File: src/rtl/time_keeper_pkg.sv
// Shared definitions for the second-tick time keeper: BCD digit layout,
// digit limits, load FSM states and the loaded-time validity check.
package time_keeper_pkg;

  localparam int DIGIT_W   = 4;
  localparam int TIME_W    = 6 * DIGIT_W;

  // Digit offsets inside the packed {h10,h1,m10,m1,s10,s1} word
  localparam int S1_OFF    = 0;
  localparam int S10_OFF   = 4;
  localparam int M1_OFF    = 8;
  localparam int M10_OFF   = 12;
  localparam int H1_OFF    = 16;
  localparam int H10_OFF   = 20;

  // Digit limits
  localparam int DIGIT_MAX = 9;
  localparam int TENS_MAX  = 5;
  localparam int HOUR_MAX  = 23;

  typedef enum logic {
    IDLE  = 1'b0,
    CHECK = 1'b1
  } state_e;

  // A time word is accepted only if every digit is decimal, the tens of
  // minutes/seconds are <= 5 and the hour pair does not exceed 23.
  function automatic logic is_valid_time(input logic [TIME_W-1:0] t);
    logic [DIGIT_W-1:0] s1, s10, m1, m10, h1, h10;
    logic               digits_ok, tens_ok, hour_ok;
    s1  = t[S1_OFF  +: DIGIT_W];
    s10 = t[S10_OFF +: DIGIT_W];
    m1  = t[M1_OFF  +: DIGIT_W];
    m10 = t[M10_OFF +: DIGIT_W];
    h1  = t[H1_OFF  +: DIGIT_W];
    h10 = t[H10_OFF +: DIGIT_W];
    digits_ok = (s1  <= 4'(DIGIT_MAX)) && (s10 <= 4'(DIGIT_MAX)) &&
                (m1  <= 4'(DIGIT_MAX)) && (m10 <= 4'(DIGIT_MAX)) &&
                (h1  <= 4'(DIGIT_MAX)) && (h10 <= 4'(DIGIT_MAX));
    tens_ok   = (s10 <= 4'(TENS_MAX)) && (m10 <= 4'(TENS_MAX));
    // With decimal digits, BCD ordering matches numeric ordering.
    hour_ok   = (h10 <  4'(HOUR_MAX / 10)) ||
                ((h10 == 4'(HOUR_MAX / 10)) && (h1 <= 4'(HOUR_MAX % 10)));
    return digits_ok && tens_ok && hour_ok;
  endfunction

endpackage

File: src/rtl/bcd_pair_counter.sv
// Two-digit BCD counter with load and wrap at MODULUS (60 for seconds and
// minutes, 24 for hours). carry_out_o flags the increment that wraps to 00.
module bcd_pair_counter
  import time_keeper_pkg::*;
#(
  parameter int MODULUS = 60
) (
  input  logic       clk_i,
  input  logic       rst_i,
  input  logic       inc_i,
  input  logic       load_i,
  input  logic [7:0] load_value_i,
  output logic [7:0] value_o,
  output logic       carry_out_o
);

  localparam logic [DIGIT_W-1:0] LAST_HI = DIGIT_W'((MODULUS - 1) / 10);
  localparam logic [DIGIT_W-1:0] LAST_LO = DIGIT_W'((MODULUS - 1) % 10);

  logic [DIGIT_W-1:0] hi_q, lo_q, hi_d, lo_d;
  logic               at_last;

  assign at_last     = (hi_q == LAST_HI) && (lo_q == LAST_LO);
  assign carry_out_o = inc_i & ~load_i & at_last;
  assign value_o     = {hi_q, lo_q};

  // Next digit pair: load wins, otherwise per-digit BCD increment with wrap
  always_comb begin
    hi_d = hi_q;
    lo_d = lo_q;
    if (load_i) begin
      {hi_d, lo_d} = load_value_i;
    end else if (inc_i) begin
      if (at_last) begin
        hi_d = '0;
        lo_d = '0;
      end else if (lo_q == DIGIT_W'(DIGIT_MAX)) begin
        hi_d = hi_q + 1'b1;
        lo_d = '0;
      end else begin
        lo_d = lo_q + 1'b1;
      end
    end
  end

  // Digit pair register
  always_ff @(posedge clk_i or posedge rst_i) begin
    if (rst_i) begin
      hi_q <= '0;
      lo_q <= '0;
    end else begin
      hi_q <= hi_d;
      lo_q <= lo_d;
    end
  end

endmodule

File: src/rtl/sec_tick_time_keeper.sv
// 24-hour BCD time-of-day kept from a synchronized 1 Hz square-wave tick,
// with a two-cycle validated load handshake.
// Optional macro TICK_WATCHDOG_EN builds a missing-tick watchdog driving
// o_tick_lost; without it o_tick_lost is tied low.
module sec_tick_time_keeper
  import time_keeper_pkg::*;
#(
  parameter int CLK_FREQ    = 12000000,
  parameter int SYNC_STAGES = 2
) (
  input  logic        i_clk,
  input  logic        i_rst,
  input  logic        i_sec_tick,
  input  logic        i_run,
  input  logic        i_load_valid,
  input  logic [23:0] i_load_data,
  output logic        o_load_ready,
  output logic [23:0] o_time,
  output logic        o_sec_strobe,
  output logic        o_day_wrap,
  output logic        o_load_err,
  output logic        o_tick_lost
);

  logic [SYNC_STAGES-1:0] sync_q;
  logic                   tick_prev_q;
  logic                   rise;

  state_e                 state_q, state_d;
  logic                   load_ready, in_check, accept;
  logic [TIME_W-1:0]      load_q;
  logic                   data_ok, commit, count_en;

  logic [7:0]             sec_val, min_val, hr_val;
  logic                   sec_carry, min_carry, hr_carry;
  logic                   sec_strobe_q, day_wrap_q, load_err_q;

  // Tick synchronizer chain plus edge register
  always_ff @(posedge i_clk or posedge i_rst) begin
    if (i_rst) begin
      sync_q      <= '0;
      tick_prev_q <= 1'b0;
    end else begin
      sync_q      <= {sync_q[SYNC_STAGES-2:0], i_sec_tick};
      tick_prev_q <= sync_q[SYNC_STAGES-1];
    end
  end

  assign rise = sync_q[SYNC_STAGES-1] & ~tick_prev_q;

  // Load FSM state register
  always_ff @(posedge i_clk or posedge i_rst) begin
    if (i_rst) state_q <= IDLE;
    else       state_q <= state_d;
  end

  // Load FSM next state: CHECK always lasts exactly one cycle
  always_comb begin
    state_d = state_q;
    case (state_q)
      IDLE:    if (accept) state_d = CHECK;
      CHECK:   state_d = IDLE;
      default: state_d = IDLE;
    endcase
  end

  // Load FSM outputs decoded from the state register
  always_comb begin
    load_ready = (state_q == IDLE);
    in_check   = (state_q == CHECK);
  end

  assign accept = i_load_valid & load_ready;

  // Capture the requested time on accept
  always_ff @(posedge i_clk or posedge i_rst) begin
    if (i_rst)       load_q <= '0;
    else if (accept) load_q <= i_load_data;
  end

  assign data_ok  = is_valid_time(load_q);
  assign commit   = in_check & data_ok;
  // Ticks landing in CHECK are dropped so a fresh load is never bumped.
  assign count_en = rise & i_run & load_ready;

  bcd_pair_counter #(.MODULUS(60)) u_sec (
    .clk_i        (i_clk),
    .rst_i        (i_rst),
    .inc_i        (count_en),
    .load_i       (commit),
    .load_value_i (load_q[S1_OFF +: 8]),
    .value_o      (sec_val),
    .carry_out_o  (sec_carry)
  );

  bcd_pair_counter #(.MODULUS(60)) u_min (
    .clk_i        (i_clk),
    .rst_i        (i_rst),
    .inc_i        (sec_carry),
    .load_i       (commit),
    .load_value_i (load_q[M1_OFF +: 8]),
    .value_o      (min_val),
    .carry_out_o  (min_carry)
  );

  bcd_pair_counter #(.MODULUS(24)) u_hr (
    .clk_i        (i_clk),
    .rst_i        (i_rst),
    .inc_i        (min_carry),
    .load_i       (commit),
    .load_value_i (load_q[H1_OFF +: 8]),
    .value_o      (hr_val),
    .carry_out_o  (hr_carry)
  );

  // One-cycle event pulses, registered alongside the time update
  always_ff @(posedge i_clk or posedge i_rst) begin
    if (i_rst) begin
      sec_strobe_q <= 1'b0;
      day_wrap_q   <= 1'b0;
      load_err_q   <= 1'b0;
    end else begin
      sec_strobe_q <= count_en;
      day_wrap_q   <= hr_carry;
      load_err_q   <= in_check & ~data_ok;
    end
  end

  assign o_time       = {hr_val, min_val, sec_val};
  assign o_load_ready = load_ready;
  assign o_sec_strobe = sec_strobe_q;
  assign o_day_wrap   = day_wrap_q;
  assign o_load_err   = load_err_q;

`ifdef TICK_WATCHDOG_EN
  // A quarter second of slack beyond the nominal one-second tick period
  localparam int TIMEOUT = CLK_FREQ + CLK_FREQ / 4;
  localparam int WD_W    = $clog2(TIMEOUT + 1);

  logic [WD_W-1:0] wd_cnt_q, wd_cnt_d;
  logic            lost_q, lost_d;

  // Saturating cycles-since-rise count; lost flag sticks until next rise
  always_comb begin
    wd_cnt_d = wd_cnt_q;
    if (rise | ~i_run)                     wd_cnt_d = '0;
    else if (wd_cnt_q != WD_W'(TIMEOUT))   wd_cnt_d = wd_cnt_q + 1'b1;
    lost_d = rise ? 1'b0 : (lost_q | (wd_cnt_d == WD_W'(TIMEOUT)));
  end

  // Watchdog registers
  always_ff @(posedge i_clk or posedge i_rst) begin
    if (i_rst) begin
      wd_cnt_q <= '0;
      lost_q   <= 1'b0;
    end else begin
      wd_cnt_q <= wd_cnt_d;
      lost_q   <= lost_d;
    end
  end

  assign o_tick_lost = lost_q;
`else
  assign o_tick_lost = 1'b0;
`endif

endmodule

File: config.mk
export PLATFORM = sky130hd
export DESIGN_NAME = sec_tick_time_keeper
export DESIGN_NICKNAME = d
export VERILOG_FILES = /design/src/rtl/time_keeper_pkg.sv /design/src/rtl/bcd_pair_counter.sv /design/src/rtl/sec_tick_time_keeper.sv
export SDC_FILE = /design/constraint.sdc
export NUM_CORES = 1
export LEC_CHECK = 0
export BUFFER_PORTS_ARGS = -buffer_cell sky130_fd_sc_hd__buf_2
export CORE_MARGIN = 1
export CORE_UTILIZATION = 54
export CTS_CLUSTER_DIAMETER = 150
export DETAILED_ROUTE_END_ITERATION = 10
export HOLD_SLACK_MARGIN = 0.08
export PLACE_DENSITY_LB_ADDON = 0.15
export SLEW_MARGIN = 15
export SYNTH_ARGS = -nofsm -noshare
export SYNTH_HDL_FRONTEND = slang
export SYNTH_SLANG_ARGS = --single-unit
File: constraint.sdc
create_clock -name i_clk -period 2.47 [get_ports i_clk]
set_input_delay 0.247 -clock i_clk [delete_from_list [all_inputs] [get_ports i_clk]]
set_output_delay 0.247 -clock i_clk [all_outputs]
set_load 0.02 [all_outputs]
Word-level counts from Yosys, hierarchy flattened
Cells that the tools add are included.
{"block": "op_classes", "addsub": 6, "order_cmp": 10, "eq_ne": 8, "mux": 26, "bitwise_logic": 16, "n_reduce_logical": 22}
{"operator": "$mux 4", "n": 24}
{"operator": "$add 4x1->4 const B", "n": 6}
{"operator": "$le 4x4->1 const B", "n": 6}
{"operator": "$and 1x1->1", "n": 12}
{"operator": "$eq 4x2->1 const B", "n": 3}
{"operator": "$eq 4x4->1 const B", "n": 3}
{"operator": "$logic_and 1x1->1", "n": 12}
{"operator": "$reduce_bool 3->1", "n": 3}
{"operator": "$eq 4x3->1 const B", "n": 2}
{"operator": "$le 4x3->1 const B", "n": 2}
{"operator": "$reduce_and 2->1", "n": 3}
{"operator": "$reduce_bool 2->1", "n": 3}
{"operator": "$le 4x2->1 const B", "n": 1}
{"operator": "$lt 4x2->1 const B", "n": 1}
{"operator": "$not 1->1", "n": 4}
{"operator": "$pmux 1 s2", "n": 1}
{"operator": "$logic_or 1x1->1", "n": 1}
{"operator": "$mux 1", "n": 1}
{"block": "word_totals", "reg_bits": 55, "in_bits": 29, "elab_cells": 101}

Depth between registers and ports, before layout
Gate-level depths: netlist (run 1).
{"block": "depth", "word_depth": 16, "ltp_mapped": 7, "depth_no_buf": 7}

Modules after synthesis
Synthesis (run 1) repeated with hierarchy kept, for this count alone.
{"block": "unflattened", "hier_cells": 263, "area_unflattened_um2": 2994.1}
{"mod": "sec_tick_time_keeper", "instances": 1, "cells_each": 74, "area_per_inst_um2": 1265.0, "seq_area_each_um2": 775.7}
{"mod": "bcd_pair_counter at u_min ...", "instances": 2, "cells_each": 65, "area_per_inst_um2": 600.6, "seq_area_each_um2": 200.2}
{"mod": "bcd_pair_counter at u_hr", "instances": 1, "cells_each": 59, "area_per_inst_um2": 528.0, "seq_area_each_um2": 200.2}

Worst setup path before layout (run 1)
Ideal clock, no wire load.
{"block": "synth_timing", "kind": "reg-to-reg", "from": "reg u_sec.hi_q[0]", "to": "reg u_min.hi_q[3]", "setup_ps": 73, "arrival_time_ps": 1824, "slack_ps": 573, "path_stages_with_launch": 7, "synth_period_minus_slack_ps": 1897, "path_cell_list": "dfrtp_1 -> ha_1 -> nand3b_1 -> nor4_4 -> nand4_1 -> or3_1 -> a21oi_2"}
{"block": "synth_via", "elab_chain_len": 5}
{"item": "from (decl)", "line_no": "bcd_pair_counter.sv:20", "source": "logic [DIGIT_W-1:0] hi_q, lo_q, hi_d, lo_d;"}
{"item": "from (signal assigned)", "line_no": "bcd_pair_counter.sv:52", "source": "hi_q <= hi_d;"}
{"item": "$eq 4x3->1", "line_no": "bcd_pair_counter.sv:23", "source": "assign at_last = (hi_q == LAST_HI) && (lo_q == LAST_LO);"}
{"item": "$logic_and 1x1->1", "line_no": "bcd_pair_counter.sv:23"}
{"item": "$and 1x1->1", "line_no": "bcd_pair_counter.sv:24", "source": "assign carry_out_o = inc_i & ~load_i & at_last;"}
{"item": "$reduce_bool 2->1 (no source line)"}
{"item": "$reduce_and 2->1 (no source line)"}
{"item": "to (signal assigned)", "line_no": "bcd_pair_counter.sv:52"}
{"item": "to (decl)", "line_no": "bcd_pair_counter.sv:20"}
Every way passes these cells.
A chain may end at the register's enable or synchronous reset.

Final worst setup path (run 1)
{"block": "layout_timing", "from": "reg u_hr.hi_q[0]", "to": "reg u_hr.lo_q[3]"}
{"block": "layout_via", "elab_chain_len": 5}
{"item": "from (decl)", "line_no": "bcd_pair_counter.sv:20"}
{"item": "from (signal assigned)", "line_no": "bcd_pair_counter.sv:52"}
{"item": "$eq 4x2->1", "line_no": "bcd_pair_counter.sv:23"}
{"item": "$logic_and 1x1->1", "line_no": "bcd_pair_counter.sv:23"}
{"item": "$mux 4", "line_no": "bcd_pair_counter.sv:34", "source": "if (at_last) begin"}
{"item": "$mux 4", "line_no": "bcd_pair_counter.sv:33", "source": "end else if (inc_i) begin"}
{"item": "$mux 4", "line_no": "bcd_pair_counter.sv:31", "source": "if (load_i) begin"}
{"item": "to (signal assigned)", "line_no": "bcd_pair_counter.sv:53", "source": "lo_q <= lo_d;"}
{"item": "to (decl)", "line_no": "bcd_pair_counter.sv:20"}
Every way passes these cells. The select of a mux whose other input is x is not followed.

==> results.txt, run 1 <==
* Average wire length per cell after detail routing: 15.4 um
- The placed instances occupy a cell area of 0.00314 mm2.
* Final Total Pwr: 2.63 mW
* Shortest period the worst path allows: 1.99 ns
- Slew Viols, Final: 0
- Clock tree synthesis selected as its root buffer the cell clkbuf_8.
- Unrepaired setup endpoints after global routing: no
- The number of nets handed over by synthesis was 281.
- On the final layout, the worst hold slack is 0.121 ns.
* Final number of setup-violating endpoints: 0
- H-tree depth: 2
- Worst reg2reg path depth: 6
- Port buffering added 56 buffers.
- Synthesis instantiated 50 different standard cells from the library.
* Number of antenna diodes: 0
- Share of synthesized registers carrying an async set or reset: 100%
- In the routed design, unresolved DRC markers number 0.
* Primary flip-flop cell chosen by synthesis mapping: dfrtp_1
- Seq cells post-synth: 55
- Summed over all layers, the routed wires come to 5760 um.
- Average vias per placed instance: 5.59
- Clock-pin slew was measured on the worst setup and hold paths at 0.09 ns.
* Seq/Total Area, Yosys: 49.6%
- Buffers added to address setup during post-CTS repair amount to 0.
- Number of top-level pins: 58
* Starting utilization of the core area: 57.6%
- GRT overflow: 0
- The worst setup path is of the register to register kind.
* Cell with the largest stage delay on the worst path: nor3b_1
* Critical path capture point type: register
- Area of the multi-input gates: 0.00133 mm2
- Measured along the y axis, the die boundary spans 73.7 um.
- The floorplan step defined a die boundary enclosing 0.00543 mm2.
* Later-pin clock latency in the skew report: 0.30 ns
* Placement Rows: 25
- The hold violation total from the final report is 0.
* Result of the run: finished clean
* Total track usage: 23.3%
- After filler insertion, the fill cell instance count of the layout stands at 397.
- In this run the critical register-to-register path is launched from u_hr.hi_q[0]$_DFFE_PP0P_.
* Fmax: 0.503 GHz
* Share of the cycle needed by the critical path after routing: 80.5%
* Detailed-placement wirelength estimate: 4190 um
* Pin count of the biggest net entering global routing: 56
- Summing all flip-flop and latch instances after layout gives 0.00138 mm2.
- Resized Gates After CTS: 0
- Die width: 73.7 um
* Clock tree skew after final layout: 0.00214 ns
- The core region is 0.00482 mm2.
- The via count of the first global-routing pass came to 1,986.
* Count of flip-flops with a built-in enable after synthesis: 0
- At the end of the flow, the number of nets in the layout was 343.
- Measured against its own limit, the worst slew margin works out to 54.6%.
* Share of the synthesized area in the top cell type: 49.6%
- The detailed router finished its first iteration with 121 violations.
- Each instance of the synthesized netlist takes up on average 11.4 um2.
- Leading post-synthesis cells by cell area: dfrtp_1 50%, mux2_2 9.7%, a21oi_1 3.6%, ha_1 3.6%, nor2_1 3.0%
- Measured slew at the worst slew-check pin: 0.681 ns
* Detailed Routing Iterations Pass 1: 4
- The clock drives 55 sinks.
* Global-route wire length before repair: 9380 um
- The largest single stage delay on the critical path is 0.52 ns.
- Largest buffer count on any clock path: 2
* Final weighted congestion of routability-driven global placement: 0.791
- Maximum fanout along the worst path: 6
- Cell Pwr Density: 804 mW/mm2
- The detail route stage leaves a number of antenna-violating nets equal to 0.
- The tightest min-delay check is of the input pin to asynchronous set/reset pin type.
* Number of antenna violations at the first check in global routing: 0
- Data on the critical path is required at its endpoint by 2.71 ns.
- Total vias in the final route: 2,090
* Final instance area: 0.00327 mm2
- The synthesized design spends more area on one cell type than any other, namely dfrtp_1.
* Worst Setup Start Kind: register
- Number of buffers and inverters on the critical path: 1
- Cells after synthesis: 244
- The endpoint identified for the worst register-to-register timing path is u_hr.lo_q[3]$_DFFE_PP0P_.
- Summed over all cells, the static leakage comes to 1.43 nW.
* Register-to-register setup slack: 0.48 ns
- Area growth from synthesis to layout: 18.0%
- Total CTS buffers: 5
- Fraction of final layout cells sized beyond drive strength 1: 35.5%
* Post-Synthesis Cell Area: 0.00277 mm2
* Critical path data arrival time: 2.23 ns
* Yosys synthesis warning count: 0
- Final TNS setup: 0 ns
* Number of cells after detailed placement: 365
- The cell family contributing the most delay on the critical path is simple AND/OR/NAND/NOR gates.
- Post-layout instance count excluding filler cells: 374
* TritonCTS clock tree: built
- Number of max-capacitance violations reported: 0
* VDD IR-drop max: 0.435 mV
* Launch point of the critical path: u_hr.hi_q[0]$_DFFE_PP0P_
- Ordered list of cells on the worst path: inv_1 -> ha_1 -> nor4b_2 -> a21oi_1 -> nor3b_1 -> a221o_1
[cells in the mapped netlist (2+ instances only)]
| cell type | n |
|---|---|
| nand3_2 | 2 |
| dfrtp_1 | 55 |
| nand2_1 | 8 |
| nand4bb_4 | 2 |
| nor3b_1 | 3 |
| or3_1 | 4 |
| and3b_1 | 2 |
| a221o_1 | 3 |
| o21a_1 | 3 |
| a21boi_0 | 2 |
| o21ai_0 | 10 |
| nand3_1 | 6 |
| xnor2_1 | 3 |
| mux2i_1 | 5 |
| nand4_1 | 6 |
| nand4b_1 | 2 |
| o211ai_1 | 2 |
| clkbuf_1 | 3 |
| nor2b_1 | 6 |
| buf_2 | 2 |
| inv_1 | 8 |
| nor2_1 | 22 |
| mux2_2 | 24 |
| a21oi_1 | 20 |
| nor4_2 | 2 |
| a22oi_1 | 2 |
| and4b_1 | 3 |
| ha_1 | 8 |
| nor3_1 | 5 |
[state kept, by name (all words and copies together), names as in the netlist]
signal / count
o_sec_strobe: 1
in_check: 1
u_min.lo_q: 4
u_sec.lo_q: 4
u_min.hi_q: 4
sync_q: 2
u_hr.hi_q: 4
o_load_err: 1
tick_prev_q: 1
o_day_wrap: 1
u_hr.lo_q: 4
load_q: 24
u_sec.hi_q: 4
[worst max path at each step]
stage	to	slack, ns	depth (start not counted)
2_1_floorplan	u_min.hi_q[3]$_DFFE_PP0P_	0.57	6
5_1_grt	u_hr.hi_q[2]$_DFFE_PP0P_	0.32	7
3_5_place_dp	u_min.hi_q[3]$_DFFE_PP0P_	0.54	7
3_3_place_gp	u_min.hi_q[3]$_DFFE_PP0P_	0.61	7
4_1_cts	u_min.hi_q[3]$_DFFE_PP0P_	0.51	7
6_report	u_hr.lo_q[3]$_DFFE_PP0P_	0.48	6
[per-layer routing]
metal  up-vias  part of all wire, %  track usage, %
met5         -                    0               0
met4         0                  1.3            8.33
met3         6                  3.9            4.25
met2        66                   48            38.2
met1      1006                   47            31.1
li1       1012                    -               -
[through the flow]
stage / setup slack, ns / utilization (%)
6_report: 0.482 / 67.9
5_1_grt: 0.317 / 67.9
4_1_cts: 0.511 / 67.9
3_5_place_dp: 0.538 / 65.3
3_3_place_gp: 0.606 / 65.3
2_1_floorplan: 0.573 / -
[layout make-up]
class	count	area share [%]
Inverter	9	1.03
Multi-Input combinational cell	173	40.7
Tap cell	67	2.56
Clock inverter	2	1.07
Clock buffer	6	2.52
Sequential cell	55	42.1
Timing Repair Buffer	62	10.0
[cells in the final DEF (no fill, tap or decap), drive strengths merged, types with 4 or more instances in the layout]
cell type and instances:
buf 61, dfrtp 55, mux2 24, nor2 22, a21oi 21, o21ai 11, nand2 8, ha 8
inv 8, nand3 8, nor3 7, nand4 6, clkbuf 6, nor2b 6, mux2i 5, or3 4
[power by group]
part	total (mW)	internal [mW]	switching, mW
clock network	0.606	0.328	0.278
registers	1.28	1.07	0.219
logic	0.741	0.343	0.398
[worst min-delay path: stages]
cell and delay (ns):
buf_2 0.10, inv_2 0.03, buf_4 0.54
[cell families (layout without fill, tap and decap cells)]
kind of cell,after synthesis,in the layout,share of synthesized area (%)
buf+inv,16,79,2.39
xor+xnor,4,4,1.26
flops,55,55,49.6
fa+ha+maj,8,8,3.61
other cells,1,1,0.135
compound gates,49,49,11.0
mux,29,29,11.6
simple gates,82,82,20.4
[what timing repair did]
item                                    in CTS  in global routing
hold buffers                                 1                  0
endpoints found under the setup margin       0                  0
endpoints found under the hold margin        1                  0
No activity file was read; power rests on OpenSTA's default activity.
==> inputs of run 2 (changes only) <==
==> constraint.sdc (replaced) <==
create_clock -name i_clk -period 1.95 [get_ports i_clk]
set_input_delay 0.195 -clock i_clk [delete_from_list [all_inputs] [get_ports i_clk]]
set_output_delay 0.195 -clock i_clk [all_outputs]
set_load 0.02 [all_outputs]
==> results.txt, run 2 (synthesis results as in run 1) <==
- Result of the run: finished clean (unchanged).
- Number of global-route vias before repair: 2,081 (was 1,986)
- The post-CTS clock slew at the launch and capture registers of the worst setup and hold paths is 0.09 ns (about the same).
- Total track usage: 24.0% (was 23.3%)
- The wire length reported by the detailed router is 5940 um (was 5760 um).
* Area growth from synthesis to layout: 23.5% (was 18.0%)
* Register-to-register setup slack: 0.12 ns (was 0.48 ns)
* CTS Root Buffer Type: clkbuf_8 (unchanged)
* Detailed Routing Iterations Pass 1: 4 (unchanged)
* Core area: 0.00482 mm2 (unchanged)
- Worst reg2reg endpoint: u_hr.lo_q[3]$_DFFE_PP0P_ (unchanged)
* Number of I/O port buffers: 56 (unchanged)
- DR top layer: met4 (unchanged)
- The global-route wire length before repair was 9710 um (was 9380 um).
* Average vias per placed instance: 5.50 (was 5.59)
- The arrival time at the worst endpoint is 2.03 ns (was 2.23 ns).
- The clock insertion delay at the later pin of the skew report is 0.31 ns (was 0.30 ns).
- The placed instance area is 0.00328 mm2 (was 0.00314 mm2).
- The clock net sink count was 55 (unchanged).
- Hold Vio Cnt, Final: 0 (unchanged)
- Launch point of the critical path: u_sec.lo_q[1]$_DFFE_PP0P_ (was u_hr.hi_q[0]$_DFFE_PP0P_)
- The minimum clock period after layout was 1.83 ns (was 1.99 ns).
- Maximum fanout along the worst path: 8 (was 6)
* Number of max-capacitance violations reported: 0 (unchanged)
* H-tree depth: 2 (unchanged)
- The die span in y is 73.7 um (unchanged).
- Number of antenna violations at the first check in global routing: 0 (unchanged)
* Number of top-level pins: 58 (unchanged)
- Largest buffer count on any clock path: 2 (unchanged)
* Starting utilization of the core area: 57.6% (unchanged)
* Final number of setup-violating endpoints: 0 (unchanged)
- Total routed wire length on the met1 layer: 2770 um (was 2720 um)
- The clock tree skew after final layout is 0.00468 ns (was 0.00214 ns).
- The number of DRC violations after detailed-routing iteration 0 came to 108 (was 121).
- Most common cell after layout, fill and taps aside: buf_2 (unchanged)
* Area of the die: 0.00543 mm2 (unchanged)
- Fmax: 0.546 GHz (was 0.503 GHz)
* Number of flip-flops under the largest register name: 24 (unchanged)
* Fraction of final layout cells sized beyond drive strength 1: 39.3% (was 35.5%)
* Worst reg2reg path depth: 5 (was 6)
- The final RePlAce weighted congestion is 0.900 (was 0.791).
- Most frequent cells in the layout: 56 x buf_2, 55 x dfrtp_1, 24 x mux2_2 (unchanged).
- The remaining design rule violation count was 0 (unchanged).
* Critical path capture point type: register (unchanged)
- VDD IR-drop max: 0.551 mV (was 0.435 mV)
- The number of placement rows came to 25 (unchanged).
- RR Startpoint: u_sec.lo_q[1]$_DFFE_PP0P_ (was u_hr.hi_q[0]$_DFFE_PP0P_)
* Endpoint of the worst setup timing path: u_hr.lo_q[3]$_DFFE_PP0P_ (unchanged)
* Final TNS setup: 0 ns (unchanged)
* Count of nets left with antenna violations after detail routing: 0 (unchanged)
- The post-detailed-placement half-perimeter wirelength was 4390 um (was 4190 um).
* Average wire length per cell after detail routing: 15.1 um (was 15.4 um)
- The power per standard cell area is 993 mW/mm2 (was 804 mW/mm2).
- The global-route congestion overflow total came to 0 (unchanged).
- The die span in x came to 73.7 um (unchanged).
- Final instance area: 0.00342 mm2 (was 0.00327 mm2)
- Slew Viols, Final: 0 (unchanged)
* NumNets Final: 362 (was 343)
* Type of the setup path with the least slack: register to register (unchanged)
* Register name with the most flops: load_q (unchanged)
- Worst min-delay path category: input pin to register (was input pin to asynchronous set/reset pin)
* Total vias in the final route: 2,163 (was 2,090)
- Share of the cycle needed by the critical path after routing: 93.8% (was 80.5%)
* TritonCTS clock tree: built (unchanged)
* Number of antenna diodes: 0 (unchanged)
* Pin count of the biggest net entering global routing: 35 (was 56)
- The kind of start point of the critical path was a register (unchanged).
- Final Total Pwr: 3.40 mW (was 2.63 mW)
- Leakage power of the design: 1.53 nW (was 1.43 nW)
- Total CTS buffers: 5 (unchanged)
- Met2 Wirelength: 2820 um (was 2740 um)
- Routed met3 length: 246 um (was 225 um)
- The required time at the endpoint of the critical path is 2.15 ns (was 2.71 ns).
-- run 2: critical path, stage by stage (launching register included) --
cell and delay (ns):
dfrtp_1 0.46, and4bb_2 0.41, nand4_1 0.20, o22ai_2 0.27, a21boi_0 0.12, a221o_1 0.26
-- run 2: stage by stage --
stage | instances | setup WS, ns | hold slack (ns) | util (%)
finish | 393 | 0.120 | 0.110 | 71.1
global route | 393 | -0.00631 | 0.0988 | 71.1
CTS | 391 | 0.0599 | 0.104 | 70.5
detailed placement | 381 | 0.0756 | 0.239 | 68.0
global placement | 381 | 0.156 | 0.239 | 68.0
floorplan | 244 | 0.0532 | 0.226 | -
-- run 2: cell type report --
class                      count  area (um2)
clock buffer                   8         100
fill                         404        1390
inverter                       9        33.8
multi-input combinational    173        1340
sequential                    55        1380
tap                           67        83.8
timing repair buffer          81         485
-- run 2: layer usage --
| layer | track usage [%] | vias up |
|---|---|---|
| li1 | - | 1052 |
| met1 | 31.3 | 1042 |
| met2 | 39.1 | 59 |
| met3 | 5.49 | 10 |
| met4 | 8.55 | 0 |
| met5 | 0 | - |
-- run 2: what timing repair did --
action                                  4_1_cts  5_1_grt
hold endpoints to repair                     22        0
hold buffers                                  2        0
resized for setup                             0        3
buffers inserted                              0        2
endpoints found under the setup margin        0        6
-- run 2: worst min path at each step --
stage	from	end	slack (ns)	cells after the start
floorplan	i_sec_tick	sync_q[0]$_DFF_PP0_	0.23	0
global placement	i_rst	load_q[2]$_DFFE_PP0P_	0.24	2
detailed placement	i_rst	load_q[2]$_DFFE_PP0P_	0.24	2
CTS	i_load_data[2]	load_q[2]$_DFFE_PP0P_	0.10	2
global route	i_load_data[8]	load_q[8]$_DFFE_PP0P_	0.1	2
finish	i_load_data[22]	load_q[22]$_DFFE_PP0P_	0.11	2
-- run 2: report_power, final --
group / switching, mW / internal (mW)
Combinational: 0.617 / 0.549
Clock: 0.354 / 0.325
Sequential: 0.206 / 1.35
Total: 1.18 / 2.22
==> inputs of run 3 (changes only) <==
--- a/config.mk
+++ b/config.mk
@@ -6,8 +6,10 @@
 export NUM_CORES = 1
 export LEC_CHECK = 0
 export BUFFER_PORTS_ARGS = -buffer_cell sky130_fd_sc_hd__buf_2
+export CELL_PAD_IN_SITES_DETAIL_PLACEMENT = 0
+export CELL_PAD_IN_SITES_GLOBAL_PLACEMENT = 1
 export CORE_MARGIN = 1
-export CORE_UTILIZATION = 54
+export CORE_UTILIZATION = 43
 export CTS_CLUSTER_DIAMETER = 150
 export DETAILED_ROUTE_END_ITERATION = 10
 export HOLD_SLACK_MARGIN = 0.08
@@ -16,3 +18,4 @@
 export SYNTH_ARGS = -nofsm -noshare
 export SYNTH_HDL_FRONTEND = slang
 export SYNTH_SLANG_ARGS = --single-unit
+export TNS_END_PERCENT = 10
==> results.txt, run 3 (synthesis results as in run 1) <==
* Worst reg2reg endpoint: u_min.hi_q[3]$_DFFE_PP0P_ (was u_hr.lo_q[3]$_DFFE_PP0P_)
- The number of antenna violations at the first check in global routing was 0 (unchanged).
* Number of flip-flops under the largest register name: 24 (unchanged)
- Overall routed net length: 6360 um (was 5940 um)
- The sink of the worst hold path was load_q[4]$_DFFE_PP0P_ (was load_q[22]$_DFFE_PP0P_).
- NumNets Final: 366 (was 362)
- Global-route wire length before repair: 10,400 um (was 9710 um)
- Iteration-0 DRC Markers: 107 (was 108)
- The number of max-capacitance violations reported came to 0 (unchanged).
- Result of the run: finished clean (unchanged)
* Total CTS buffers: 5 (unchanged)
- Area growth from synthesis to layout: 25.8% (was 23.5%)
- The area of the die came to 0.00677 mm2 (was 0.00543 mm2).
- Fin util: 57.5% (was 71.1%)
- The reported leakage power came to 1.56 nW (was 1.53 nW).
- The number of placement rows came to 28 (was 25).
* Die width: 82.3 um (was 73.7 um)
- H-tree depth: 2 (unchanged)
- The number of buffers between clock root and the deepest sink came to 2 (unchanged).
- Final number of setup-violating endpoints: 0 (unchanged)
- The total power of the final layout is 3.40 mW (about the same).
- Core area: 0.00606 mm2 (was 0.00482 mm2)
- The number of placed I/O pins was 58 (unchanged).
- The number of cells traversed by the worst register-to-register path came to 7 (was 5).
* Shortest period the worst path allows: 1.83 ns (about the same)
* GRT overflow: 0 (unchanged)
- Slew Viols, Final: 0 (unchanged)
* Register name with the most flops: load_q (unchanged)
- The most common cell after layout, fill and taps aside was buf_2 (unchanged).
* Register-to-register setup slack: 0.12 ns (about the same)
* Total track usage: 20.5% (was 24.0%)
- The kind of critical path is register to register (unchanged).
- Number of global-route vias before repair: 2,027 (was 2,081)
- The final-layout worst hold slack was 0.111 ns (was 0.110 ns).
* Hold Vio Cnt, Final: 0 (unchanged)
- The layout cell share with drive strength beyond 1 was 40.3% (was 39.3%).
- The clock insertion delay at the later pin of the skew report is 0.31 ns (about the same).
- Maximum fanout along the worst path: 5 (was 8)
* Most frequent cells in the layout: 56 x buf_2, 55 x dfrtp_1, 25 x buf_4 (was 56 x buf_2, 55 x dfrtp_1, 24 x mux2_2)
- The post-detailed-placement half-perimeter wirelength came to 4730 um (was 4390 um).
- The post-CTS clock slew at the launch and capture registers of the worst setup and hold paths was 0.10 ns (was 0.09 ns).
- Critical path required time: 2.19 ns (was 2.15 ns)
- Starting utilization of the core area: 45.7% (was 57.6%)
- Share of the cycle needed by the critical path after routing: 93.9% (was 93.8%)
* TritonCTS clock tree: built (unchanged)
- Detailed Routing Iterations Pass 1: 4 (unchanged)
- The startpoint of the worst hold path is i_load_data[4] (was i_load_data[22]).
* Average vias per placed instance: 5.45 (was 5.50)
- The routed length per instance is 15.7 um (was 15.1 um).
* RR Startpoint: u_sec.hi_q[1]$_DFFE_PP0P_ (was u_sec.lo_q[1]$_DFFE_PP0P_)
- The final RePlAce weighted congestion was 0.807 (was 0.900).
- Pin count of the biggest net entering global routing: 38 (was 35)
- The remaining design rule violation count was 0 (unchanged).
- Clock tree skew after final layout: 0.0100 ns (was 0.00468 ns)
- CTS Root Buffer Type: clkbuf_8 (unchanged)
- Critical path data arrival time: 2.07 ns (was 2.03 ns)
- Hold-critical path depth: 2 (unchanged)
- Count of nets left with antenna violations after detail routing: 0 (unchanged)
- The clock net sink count is 55 (unchanged).
* Height of the chip: 82.3 um (was 73.7 um)
- Critical path capture point type: register (unchanged)
- The detailed-route via count was 2,206 (was 2,163).
- The classification of the worst-slack hold path was input pin to register (unchanged).
- VDD IR-drop max: 0.498 mV (was 0.551 mV)
* Number of I/O port buffers: 56 (unchanged)
- Fmax: 0.546 GHz (about the same)
- The total negative setup slack is 0 ns (unchanged).
- Worst Setup Start Kind: register (unchanged)
- Cell Pwr Density: 975 mW/mm2 (was 993 mW/mm2)
- The filler cell count in the final layout is 542 (was 404).
- Number of antenna diodes: 0 (unchanged)
[run 3: critical path: stages, from the launching register on]
cell	delay, ns
dfrtp_1	0.43
inv_1	0.07
ha_1	0.16
nand3b_1	0.16
nor4_4	0.32
nand4_1	0.15
or3_1	0.34
a21oi_2	0.13
[run 3: area by class of cell]
class	count	area, um2	share of cell area, %
repair buffers	85	528	15.1
well taps	75	93.8	2.69
clock buffers	8	100	2.87
flip-flops and latches	55	1380	39.5
inverters	9	33.8	0.969
multi-input cells	173	1360	38.9
[run 3: power by group]
part	internal (mW)	switching, mW
registers	1.35	0.225
clock network	0.325	0.366
logic	0.539	0.596
total	2.21	1.19
[run 3: timing repair]
action	CTS	global route
setup buffers	0	1
resized for setup	0	5
hold buffers	2	0
hold endpoints to repair	19	0
endpoints found under the setup margin	0	6
[run 3: stage by stage]
stage          std cells  setup slack [ns]  cell area, um2
2_1_floorplan        244            0.0532            2770
3_3_place_gp         394             0.148            3340
3_5_place_dp         394             0.146            3340
4_1_cts              404             0.116            3460
5_1_grt              405          -0.00398            3490
6_report             405             0.118            3490
[run 3: worst max-delay path by stage]
stage / start / end / slack, ns / cells after the start
after floorplan: u_sec.hi_q[0]$_DFFE_PP0P_ / u_min.hi_q[3]$_DFFE_PP0P_ / 0.05 / 6
after global placement: u_sec.hi_q[1]$_DFFE_PP0P_ / u_min.hi_q[3]$_DFFE_PP0P_ / 0.15 / 7
after detailed placement: u_hr.hi_q[0]$_DFFE_PP0P_ / u_hr.lo_q[2]$_DFFE_PP0P_ / 0.15 / 7
after CTS: u_hr.hi_q[0]$_DFFE_PP0P_ / u_hr.hi_q[2]$_DFFE_PP0P_ / 0.12 / 7
after global routing: u_sec.hi_q[1]$_DFFE_PP0P_ / u_hr.lo_q[3]$_DFFE_PP0P_ / -0.004 / 7
final: u_sec.hi_q[1]$_DFFE_PP0P_ / u_min.hi_q[3]$_DFFE_PP0P_ / 0.12 / 7
[run 3: per-layer routing]
layer  track usage (%)  up-vias  wire length [um]
met5                 0        -                 0
met4              5.79        0                80
met1              29.6     1086              3040
li1                  -     1058                 -
met2              32.0       53              3000
met3              3.08        9               239
